$ cat src/rtl/video_pkg.sv
// Shared types for the video output path: the character-cell record that travels
// from the char-ROM fetch stage into the dot serializer.
package video_pkg;

    localparam int DEFAULT_DOTS_PER_CHAR = 8;

    typedef struct packed {
        logic [DEFAULT_DOTS_PER_CHAR-1:0] pixels;
        logic                             reverse;
        logic                             blank;
    } cell_t;

endpackage

$ cat src/rtl/video_cell_fifo.sv
// Small register-based synchronous FIFO of character cells. Push is accepted on
// valid & ~full; pop is a strobe that is ignored while empty.
module video_cell_fifo
    import video_pkg::*;
#(
    parameter int FIFO_DEPTH = 2
) (
    input  logic  clk_i,
    input  logic  reset_i,
    input  logic  push_valid_i,
    input  cell_t push_data_i,
    input  logic  pop_i,
    output cell_t pop_data_o,
    output logic  empty_o,
    output logic  full_o
);

    localparam int PTR_W = (FIFO_DEPTH > 1) ? $clog2(FIFO_DEPTH) : 1;
    localparam int CNT_W = PTR_W + 1;

    cell_t            mem [FIFO_DEPTH];
    logic [PTR_W-1:0] wr_ptr;
    logic [PTR_W-1:0] rd_ptr;
    logic [CNT_W-1:0] count;
    logic             push;
    logic             pop;

    assign full_o     = (count == CNT_W'(FIFO_DEPTH));
    assign empty_o    = (count == '0);
    assign push       = push_valid_i & ~full_o;
    assign pop        = pop_i & ~empty_o;
    assign pop_data_o = mem[rd_ptr];

    // Storage carries no reset; occupancy alone defines what is valid.
    always_ff @(posedge clk_i) begin
        if (push) begin
            mem[wr_ptr] <= push_data_i;
        end
    end

    always_ff @(posedge clk_i or posedge reset_i) begin
        if (reset_i) begin
            wr_ptr <= '0;
            rd_ptr <= '0;
            count  <= '0;
        end else begin
            if (push) begin
                wr_ptr <= wr_ptr + PTR_W'(1);
            end
            if (pop) begin
                rd_ptr <= rd_ptr + PTR_W'(1);
            end
            case ({push, pop})
                2'b10:   count <= count + CNT_W'(1);
                2'b01:   count <= count - CNT_W'(1);
                default: count <= count;
            endcase
        end
    end

endmodule

$ cat src/rtl/video_dot_serializer.sv
// Final pixel stage: queues character-cell rows and shifts them out MSB-first,
// one dot per dot strobe, with attributes applied and syncs aligned to the dots.
module video_dot_serializer
    import video_pkg::*;
#(
    parameter int DOTS_PER_CHAR = DEFAULT_DOTS_PER_CHAR,
    parameter int FIFO_DEPTH    = 2
) (
    input  logic                     clk_i,
    input  logic                     reset_i,
    input  logic                     dot_en_i,
    input  logic                     cell_valid_i,
    output logic                     cell_ready_o,
    input  logic [DOTS_PER_CHAR-1:0] pixels_i,
    input  logic                     reverse_i,
    input  logic                     blank_i,
    input  logic                     h_sync_i,
    input  logic                     v_sync_i,
    output logic                     video_o,
    output logic                     h_sync_o,
    output logic                     v_sync_o,
    output logic                     underrun_o
);

    localparam int CNT_W = (DOTS_PER_CHAR > 1) ? $clog2(DOTS_PER_CHAR) : 1;
    localparam int MSB   = DOTS_PER_CHAR - 1;

    cell_t            push_cell;
    cell_t            head_cell;
    logic             fifo_empty;
    logic             fifo_full;
    logic             load;

    logic [CNT_W-1:0] dot_cnt;
    logic [MSB:0]     shift_p0;
    logic             rev_p0;
    logic             blank_p0;
    logic [MSB:0]     shift_d;
    logic             rev_d;
    logic             blank_d;
    logic             video_d;

    assign push_cell    = '{pixels: pixels_i, reverse: reverse_i, blank: blank_i};
    assign cell_ready_o = ~fifo_full;
    assign load         = dot_en_i && (dot_cnt == '0);

    // The pop strobe is the load edge; on an empty FIFO it is a no-op and the
    // load underruns, so a same-cycle push never falls through.
    video_cell_fifo #(
        .FIFO_DEPTH (FIFO_DEPTH)
    ) u_cell_fifo (
        .clk_i        (clk_i),
        .reset_i      (reset_i),
        .push_valid_i (cell_valid_i),
        .push_data_i  (push_cell),
        .pop_i        (load),
        .pop_data_o   (head_cell),
        .empty_o      (fifo_empty),
        .full_o       (fifo_full)
    );

    // Next shifter contents; the output dot is always the MSB of what gets
    // registered, so the first dot of a cell leaves on its load edge.
    always_comb begin
        shift_d = shift_p0;
        rev_d   = rev_p0;
        blank_d = blank_p0;
        if (load) begin
            if (!fifo_empty) begin
                shift_d = head_cell.pixels;
                rev_d   = head_cell.reverse;
                blank_d = head_cell.blank;
            end else begin
                shift_d = '0;
                rev_d   = 1'b0;
                blank_d = 1'b1;
            end
        end else if (dot_en_i) begin
            shift_d = shift_p0 << 1;
        end
        video_d = (shift_d[MSB] ^ rev_d) & ~blank_d;
    end

    // Dot-edge register stage: pixel and syncs share one edge.
    always_ff @(posedge clk_i or posedge reset_i) begin
        if (reset_i) begin
            dot_cnt    <= '0;
            shift_p0   <= '0;
            rev_p0     <= 1'b0;
            blank_p0   <= 1'b1;
            video_o    <= 1'b0;
            h_sync_o   <= 1'b0;
            v_sync_o   <= 1'b0;
            underrun_o <= 1'b0;
        end else begin
            underrun_o <= load & fifo_empty;
            if (dot_en_i) begin
                dot_cnt  <= (dot_cnt == CNT_W'(MSB)) ? '0 : dot_cnt + CNT_W'(1);
                shift_p0 <= shift_d;
                rev_p0   <= rev_d;
                blank_p0 <= blank_d;
                video_o  <= video_d;
                h_sync_o <= h_sync_i;
                v_sync_o <= v_sync_i;
            end
        end
    end

endmodule

$ cat config.mk
export PLATFORM = sky130hd
export DESIGN_NAME = video_dot_serializer
export DESIGN_NICKNAME = d
export VERILOG_FILES = /design/src/rtl/video_pkg.sv /design/src/rtl/video_cell_fifo.sv /design/src/rtl/video_dot_serializer.sv
export SDC_FILE = /design/constraint.sdc
export NUM_CORES = 1
export LEC_CHECK = 0
export BUFFER_PORTS_ARGS = -buffer_cell sky130_fd_sc_hd__buf_2
export CAP_MARGIN = 20
export CELL_PAD_IN_SITES_DETAIL_PLACEMENT = 0
export CELL_PAD_IN_SITES_GLOBAL_PLACEMENT = 1
export CORE_ASPECT_RATIO = 1.5
export CORE_MARGIN = 2
export CORE_UTILIZATION = 42
export CTS_CLUSTER_DIAMETER = 60
export DETAILED_ROUTE_END_ITERATION = 7
export PLACE_DENSITY = 0.83
export SKIP_CTS_REPAIR_TIMING = 1
export SKIP_LAST_GASP = 1
export SLEW_MARGIN = 15
export SYNTH_ARGS = -nofsm -noshare
export SYNTH_HDL_FRONTEND = slang
export SYNTH_SLANG_ARGS = --single-unit
$ cat constraint.sdc
create_clock -name clk_i -period 1.8 [get_ports clk_i]
set_input_delay 0.27 -clock clk_i [delete_from_list [all_inputs] [get_ports clk_i]]
set_output_delay 0.27 -clock clk_i [all_outputs]
set_load 0.1 [all_outputs]
==> results.cfg, run 1 <==
[status]
status = completed

[yosys]
syn_inst = 119
synth_top_cell_by_area = edfxtp_1
ys_warn_count = 0
syn_area_um2 = 1730
avgSynthCellArea_um2 = 14.5
synth_area_leaders = edfxtp_1 35%, dfrtp_1 27%, mux2_2 5.9%
ys_types = 29
syn-num-nets = 139
synth_top_area_frac = 0.347
ys_seq_area_frac = 0.637
synth_seq_cells = 40

[die]
rows = 28
die-area_um2 = 4660
ioPinCount = 21
die_w_um = 56.4
core_um2 = 3960
die_h_um = 82.6
initial_core_util = 0.437

[pwr]
p_leak_nw = 0.816
total_power_w = 0.00323
ir_drop_v = 0.000903
cellPowerDensity_nw_per_um2 = 1610

[routing]
via_per_inst = 5.08
vias = 981
finalWirelength_mm = 2.62
firstDrtPassIters = 3
wl_per_cell_um = 13.6
first_iter_violations = 12
ant_nets = 0
drc_errors = 0

[placed_design]
numPortBuffers = 20
routabilityCongestion = 0.750
hpwlAfterDp_mm = 1.91
placedCellCount = 185

[setup_path]
cp.depth = 8
crit_type = reg2reg
cp.required_ns = 2.01
path_cells = inv_1, ha_4, nand3b_4, or2_4, clkinv_8, ha_1, nor2_2, xor2_1
cpMaxStageDelayCell = dfrtp_1
max_stage_delay_ns = 0.40
critPathBufInv = 2
reg2reg_depth = 8
cp-start-kind = flip-flop
critical_path_arrival_ns = 1.94
worst_setup_path_end_kind = flip-flop
critPathTopFamily = simple AND/OR/NAND/NOR gates
path_max_fanout = 3

[grt]
overflow = 0
grt_first_pass_wirelength_mm = 4.40
grt_start_max_net_pins = 25
antenna_found_initial = 0
met1_usage = 0.122
grt_busiest_layer = met2
met3_usage = 0.0343
grt_pass1_vias = 984
use_met2 = 0.236
grtUsageTotal = 0.125

[finish]
nFillCells = 352
drive_above_1_share = 0.426
seq_area_um2 = 1100
syn2layout_area_growth_pct = 15.9
layout_common_cells = 20 x buf_2, 20 x edfxtp_1, 19 x dfrtp_1
fin_cells = 193
fin_nets = 167
multiInputGateArea_um2 = 581
antenna_cells = 0

[timing]
setup_viol_count_final = 0
relSlewSlack = 0.488
fmax_mhz = 579
period_minus_slack_ns = 1.73
slew_violations = 0
period_share = 0.959
hold_viol_final = 0
finClkSkew_ns = 0.00887
tns_ns = 0
tightest_slew_ns = 0.767

[clock_network]
cts_tree = yes
h-tree-depth = 2
clkTransAtPathRegs_ns = 0.07
clock_path_buffers = 2
clkLatencyLatePin_ns = 0.29
cts.sinks = 40
cts_root_buffer = clkbuf_8
cts_buffers = 5

[worst_hold_path]
worst_hold_path_type = in2async

[flow_run]
drv_cap = 0
cells in the mapped netlist:
cell	instances
a21oi_2	6
dfrtp_1	19
mux2i_1	3
dfstp_2	1
inv_1	4
xor2_1	2
clkbuf_1	1
buf_4	1
clkinv_8	1
buf_2	1
nand2b_2	1
nand3b_4	1
and3_1	1
a2111oi_2	1
xnor2_1	5
nor3_1	1
edfxtp_1	20
mux2_2	9
nand2b_1	1
nand2_1	4
a22oi_2	6
or2_1	1
o22ai_1	2
o21ai_0	5
buf_6	2
nor2b_1	2
ha_1	4
nor2_1	12
a21oi_1	2
worst paths after layout:
kind / from / endpoint / slack (ns)
setup reg to reg: dot_cnt[0]$_DFFE_PP0P_ / u_cell_fifo.count[1]$_DFFE_PP0P_ / 0.07
min in group clk_i: pixels_i[3] / u_cell_fifo.mem[0][5]$_DFFE_PP_ / 0.16
hold / removal: reset_i / v_sync_o$_DFFE_PP0P_ / 0.11
setup / recovery: dot_cnt[0]$_DFFE_PP0P_ / u_cell_fifo.count[1]$_DFFE_PP0P_ / 0.07
hold reg to reg: rev_p0$_DFFE_PP0P_ / rev_p0$_DFFE_PP0P_ / 0.50
max in group asynchronous: reset_i / u_cell_fifo.count[0]$_DFFE_PP0P_ / 1.20
logic make-up (layout without fill, tap and decap cells):
| kind of cell | after synthesis | in the layout | synth area share |
|---|---|---|---|
| and+or+nand+nor | 24 | 24 | 0.0723 |
| buffers and inverters | 10 | 39 | 0.0405 |
| AOI/OAI and AO/OA | 22 | 22 | 0.110 |
| xor gates and xnor gates | 7 | 7 | 0.0354 |
| DFF | 40 | 40 | 0.637 |
| adders and majority gates | 4 | 4 | 0.0289 |
| muxes | 12 | 12 | 0.0759 |
per-stage QoR:
stage | area (um^2) | worst slack (ns) | utilization | hold WS (ns)
after floorplan | 1740 | 0.0103 | - | 0.233
after global placement | 1900 | 0.117 | 0.479 | 0.428
after detailed placement | 1900 | -0.0188 | 0.479 | 0.452
after CTS | 1990 | -0.0435 | 0.502 | 0.134
after global routing | 2010 | -0.0108 | 0.507 | 0.158
final | 2010 | 0.0739 | 0.507 | 0.115
final cells by class:
class | count | area share
Tap cell | 45 | 0.0281
Sequential cell | 40 | 0.550
Timing Repair Buffer | 26 | 0.0724
Clock buffer | 8 | 0.0449
Multi-Input combinational cell | 69 | 0.289
Inverter | 5 | 0.0156
report_power, final:
part           leakage, nW  total [W]  internal [W]  switching, W
Combinational        0.346    0.00116      0.000503      0.000660
Sequential           0.424    0.00147       0.00127      0.000207
Clock               0.0455   0.000595      0.000312      0.000283
Total                0.816    0.00323       0.00208       0.00115
per-layer routing:
layer | part of all wire | vias up
met1 | 0.39 | 483
met3 | 0.037 | 7
met5 | 0 | -
li1 | - | 477
met4 | 0.026 | 0
met2 | 0.54 | 14
sequential cells by signal (all words and copies together) (netlist names):
register	cells
blank_p0	1
dot_cnt	3
h_sync_o	1
rev_p0	1
shift_p0	7
u_cell_fifo.count	2
u_cell_fifo.mem	20
u_cell_fifo.rd_ptr	1
u_cell_fifo.wr_ptr	1
underrun_o	1
v_sync_o	1
video_o	1
Power figures use the tool's default switching activity.
==> run 2: changes to the inputs <==
GPL_TIMING_DRIVEN = 0   (was not set)
==> results.cfg, run 2 (synthesized netlist as in run 1, its figures left out) <==
[die]
rows = 28
die-area_um2 = 4660
ioPinCount = 21
die_w_um = 56.4
die_h_um = 82.6
initial_core_util = 0.437
core_um2 = 3960

[placed_design]
dp_slack_ns = -0.145
numPortBuffers = 19
hpwlAfterDp_mm = 1.91
routabilityCongestion = 0.690
placedCellCount = 183

[setup_path]
reg2reg_to = u_cell_fifo.count[1]$_DFFE_PP0P_
reg2reg_depth = 10
r2r_slack_ns = 0.09
cp.required_ns = 1.97
r2r-start = dot_cnt[1]$_DFFE_PP0P_
cp-start-kind = flip-flop
worst_setup_path_end_kind = flip-flop
critical_path_arrival_ns = 1.89
crit_type = reg2reg
path_max_fanout = 8

[status]
status = completed

[clock_network]
cts_tree = yes
clock_path_buffers = 2
clkTransAtPathRegs_ns = 0.07
clkLatencyLatePin_ns = 0.29
cts_root_buffer = clkbuf_8
cts.sinks = 40
cts_buffers = 5
h-tree-depth = 2

[worst_hold_path]
worst_hold_path_type = in2async

[timing]
setup_viol_count_final = 0
period_share = 0.952
tightest_slew_ns = 0.734
slew_violations = 0
relSlewSlack = 0.510
tns_ns = 0
fmax_mhz = 583
finClkSkew_ns = 0.00672
hold_ws_ns = 0.105
setup_ws_ns = 0.0857
period_minus_slack_ns = 1.71
rsz0062_at_grt = false
hold_viol_final = 0

[routing]
first_iter_violations = 14
via_per_inst = 4.97
finalWirelength_mm = 2.57
vias = 965
firstDrtPassIters = 4
wl_per_cell_um = 13.2
drc_errors = 0
ant_nets = 0

[finish]
fin_cells = 194
largest_register_ff_count = 20
fin_nets = 168
layout_common_cells = 20 x buf_2, 20 x edfxtp_1, 19 x dfrtp_1
top_regs = u_cell_fifo.mem x20, shift_p0 x7, dot_cnt x3
antenna_cells = 0
regMostFlops = u_cell_fifo.mem
drive_above_1_share = 0.443
syn2layout_area_growth_pct = 17.6

[pwr]
total_power_w = 0.00326
p_leak_nw = 0.821
ir_drop_v = 0.000841
cellPowerDensity_nw_per_um2 = 1600

[flow_run]
drv_cap = 0

[grt]
antenna_found_initial = 0
grtUsageTotal = 0.131
grt_start_max_net_pins = 21
grt_busiest_layer = met2
met3_usage = 0.0327
grt_pass1_vias = 1036
overflow = 0
met1_usage = 0.129
use_met2 = 0.248
grt_first_pass_wirelength_mm = 4.55
run 2: layout make-up:
type | count | area [um^2]
repair buffers | 22 | 118
flip-flops and latches | 40 | 1100
clock buffers | 8 | 90.1
inverters | 5 | 31.3
multi-input cells | 69 | 598
fillers | 348 | 1920
plain buffers | 5 | 38.8
well taps | 45 | 56.3
run 2: power by group:
| part | internal, W | switching, W |
|---|---|---|
| Combinational | 0.000534 | 0.000706 |
| Sequential | 0.00127 | 0.000171 |
| Clock | 0.000312 | 0.000271 |
| Total | 0.00211 | 0.00115 |
run 2: through the flow:
stage / util / instance area, um^2
final: 0.514 / 2030
after global routing: 0.514 / 2030
after CTS: 0.499 / 1980
after detailed placement: 0.477 / 1890
after global placement: 0.477 / 1890
after floorplan: - / 1740
run 2: worst max path at each step:
stage / start / endpoint / slack (ns) / depth (start not counted)
final: dot_cnt[1]$_DFFE_PP0P_ / u_cell_fifo.count[1]$_DFFE_PP0P_ / 0.09 / 10
after floorplan: u_cell_fifo.count[0]$_DFFE_PP0P_ / u_cell_fifo.mem[0][0]$_DFFE_PP_ / 0.01 / 3
after detailed placement: dot_cnt[0]$_DFFE_PP0P_ / u_cell_fifo.count[1]$_DFFE_PP0P_ / -0.15 / 9
after global routing: dot_cnt[1]$_DFFE_PP0P_ / u_cell_fifo.count[1]$_DFFE_PP0P_ / 0.01 / 10
after global placement: dot_cnt[0]$_DFFE_PP0P_ / u_cell_fifo.count[1]$_DFFE_PP0P_ / -0.07 / 9
after CTS: dot_cnt[0]$_DFFE_PP0P_ / u_cell_fifo.count[1]$_DFFE_PP0P_ / -0.14 / 9
run 2: metal layers:
| metal | routed length [um] | vias to the layer above |
|---|---|---|
| met2 | 1500 | 14 |
| met3 | 77 | 5 |
| met5 | 0 | - |
| met1 | 940 | 469 |
| li1 | - | 477 |
| met4 | 51 | 0 |
run 2: critical path, stage by stage, from the launching register on:
cell and delay, ns:
dfrtp_1 0.39, inv_2 0.08, ha_4 0.15, nand3b_4 0.09
or2_1 0.23, buf_6 0.14, clkinv_8 0.07, ha_4 0.14
xnor2_2 0.11, nor2_2 0.06, xor2_1 0.13
==> run 3: changes to the inputs <==
CORE_UTILIZATION = 50   (was 42)
PLACE_DENSITY = 0.91   (was 0.83)
clock period = 2.17 ns   (was 1.8 ns; I/O delays follow)
==> results.cfg, run 3 (synthesized netlist as in run 1, its figures left out) <==
[status]
status = completed

[routing]
firstDrtPassIters = 3
first_iter_violations = 6
ant_nets = 0
vias = 950
drc_errors = 0
wl_per_cell_um = 12.9
via_per_inst = 5.05
finalWirelength_mm = 2.42

[die]
die_w_um = 52.0
core_um2 = 3350
initial_core_util = 0.516
die-area_um2 = 3960
rows = 26
ioPinCount = 21
die_h_um = 76.1

[finish]
nFillCells = 268
syn2layout_area_growth_pct = 14.0
largest_register_ff_count = 20
seq_area_um2 = 1100
top_regs = u_cell_fifo.mem x20, shift_p0 x7, dot_cnt x3
multiInputGateArea_um2 = 561
layout_common_cells = 20 x buf_2, 20 x edfxtp_1, 19 x dfrtp_1
regMostFlops = u_cell_fifo.mem
antenna_cells = 0
drive_above_1_share = 0.397
fin_nets = 165

[grt]
grt_start_max_net_pins = 21
overflow = 0
grt_pass1_vias = 1039
grt_first_pass_wirelength_mm = 4.35
grtUsageTotal = 0.149
antenna_found_initial = 0

[setup_path]
worst_setup_path_end_kind = flip-flop
crit_type = reg2reg
path_cells = inv_1, ha_1, nand3b_4, or2_1, buf_6, clkinv_8, ha_1, nor2_1, xor2_1
path_max_fanout = 8
crit_top_cell = ha_1
cpMaxStageDelayCell = dfrtp_1
critical_path_arrival_ns = 2.10
reg2reg_depth = 9
cp.required_ns = 2.38
cp-start-kind = flip-flop
max_stage_delay_ns = 0.40

[placed_design]
hpwlAfterDp_mm = 1.80
routabilityCongestion = 0.717
numPortBuffers = 19

[clock_network]
cts_buffers = 5
cts_root_buffer = clkbuf_8
cts_tree = yes
clock_path_buffers = 2
clkLatencyLatePin_ns = 0.29
cts.sinks = 40
clkTransAtPathRegs_ns = 0.08
h-tree-depth = 2

[worst_hold_path]
worst_hold_path_type = in2async

[timing]
relSlewSlack = 0.452
period_minus_slack_ns = 1.89
fmax_mhz = 530
period_share = 0.869
slew_violations = 0
hold_ws_ns = 0.165
tightest_slew_ns = 0.819
finClkSkew_ns = 0.00879
hold_viol_final = 0
tns_ns = 0
setup_viol_count_final = 0
rsz0062_at_grt = false

[pwr]
cellPowerDensity_nw_per_um2 = 1320
ir_drop_v = 0.00108
p_leak_nw = 0.798

[flow_run]
drv_cap = 0
run 3: changes by cell type in the layout (fill, tap and decap cells not counted), sizes merged:
cell / change
clkbuf: -3
buf: -3
clkinv: +1
clkinvlp: +2
run 3: final cells by class:
cell class	instances	area share
sequential	40	0.559
multi-input combinational	69	0.284
timing repair buffer	19	0.0482
clock buffer	5	0.0349
tap	42	0.0266
buffer	5	0.0197
inverter	5	0.0159
clock inverter	3	0.0120
run 3: worst paths after layout:
path	startpoint	slack, ns	endpoint
min in group clk_i	pixels_i[0]	0.22	u_cell_fifo.mem[1][2]$_DFFE_PP_
max	dot_cnt[0]$_DFFE_PP0P_	0.28	u_cell_fifo.count[1]$_DFFE_PP0P_
max in group asynchronous	reset_i	1.52	u_cell_fifo.rd_ptr$_DFFE_PP0P_
min	reset_i	0.17	underrun_o$_DFF_PP0_
max reg2reg	dot_cnt[0]$_DFFE_PP0P_	0.28	u_cell_fifo.count[1]$_DFFE_PP0P_
min reg2reg	u_cell_fifo.wr_ptr$_DFFE_PP0P_	0.50	u_cell_fifo.wr_ptr$_DFFE_PP0P_
run 3: report_power, final:
| group | internal (W) | switching (W) | total [W] |
|---|---|---|---|
| logic | 0.000382 | 0.000551 | 0.000933 |
| registers | 0.00105 | 0.000139 | 0.00119 |
| clock network | 0.000227 | 0.000252 | 0.000479 |
| total | 0.00166 | 0.000942 | 0.00260 |
run 3: critical path, delay by kind of cell (launching register included):
kind / cells / cell delay [ns]
simple gates: 3 / 0.50
flops: 1 / 0.40
buf+inv: 3 / 0.28
fa+ha+maj: 2 / 0.49
xor+xnor: 1 / 0.14
run 3: routing by layer:
| metal | vias to the layer above | wire [um] | GRT usage |
|---|---|---|---|
| li1 | 472 | - | - |
| met5 | - | 0 | 0 |
| met1 | 457 | 982 | 0.155 |
| met4 | 0 | 34 | 0.0816 |
| met2 | 19 | 1300 | 0.251 |
| met3 | 2 | 101 | 0.0510 |
run 3: metrics by stage:
step	power [W]	instance area [um^2]	instances	util	setup WS, ns
after floorplan	0.00198	1730	119	-	0.216
after global placement	0.00211	1880	180	0.561	0.300
after detailed placement	0.00215	1880	180	0.561	0.284
after CTS	0.00265	1970	188	0.589	0.260
after global routing	0.00279	1970	188	0.589	0.128
final	0.00260	1970	188	0.589	0.285
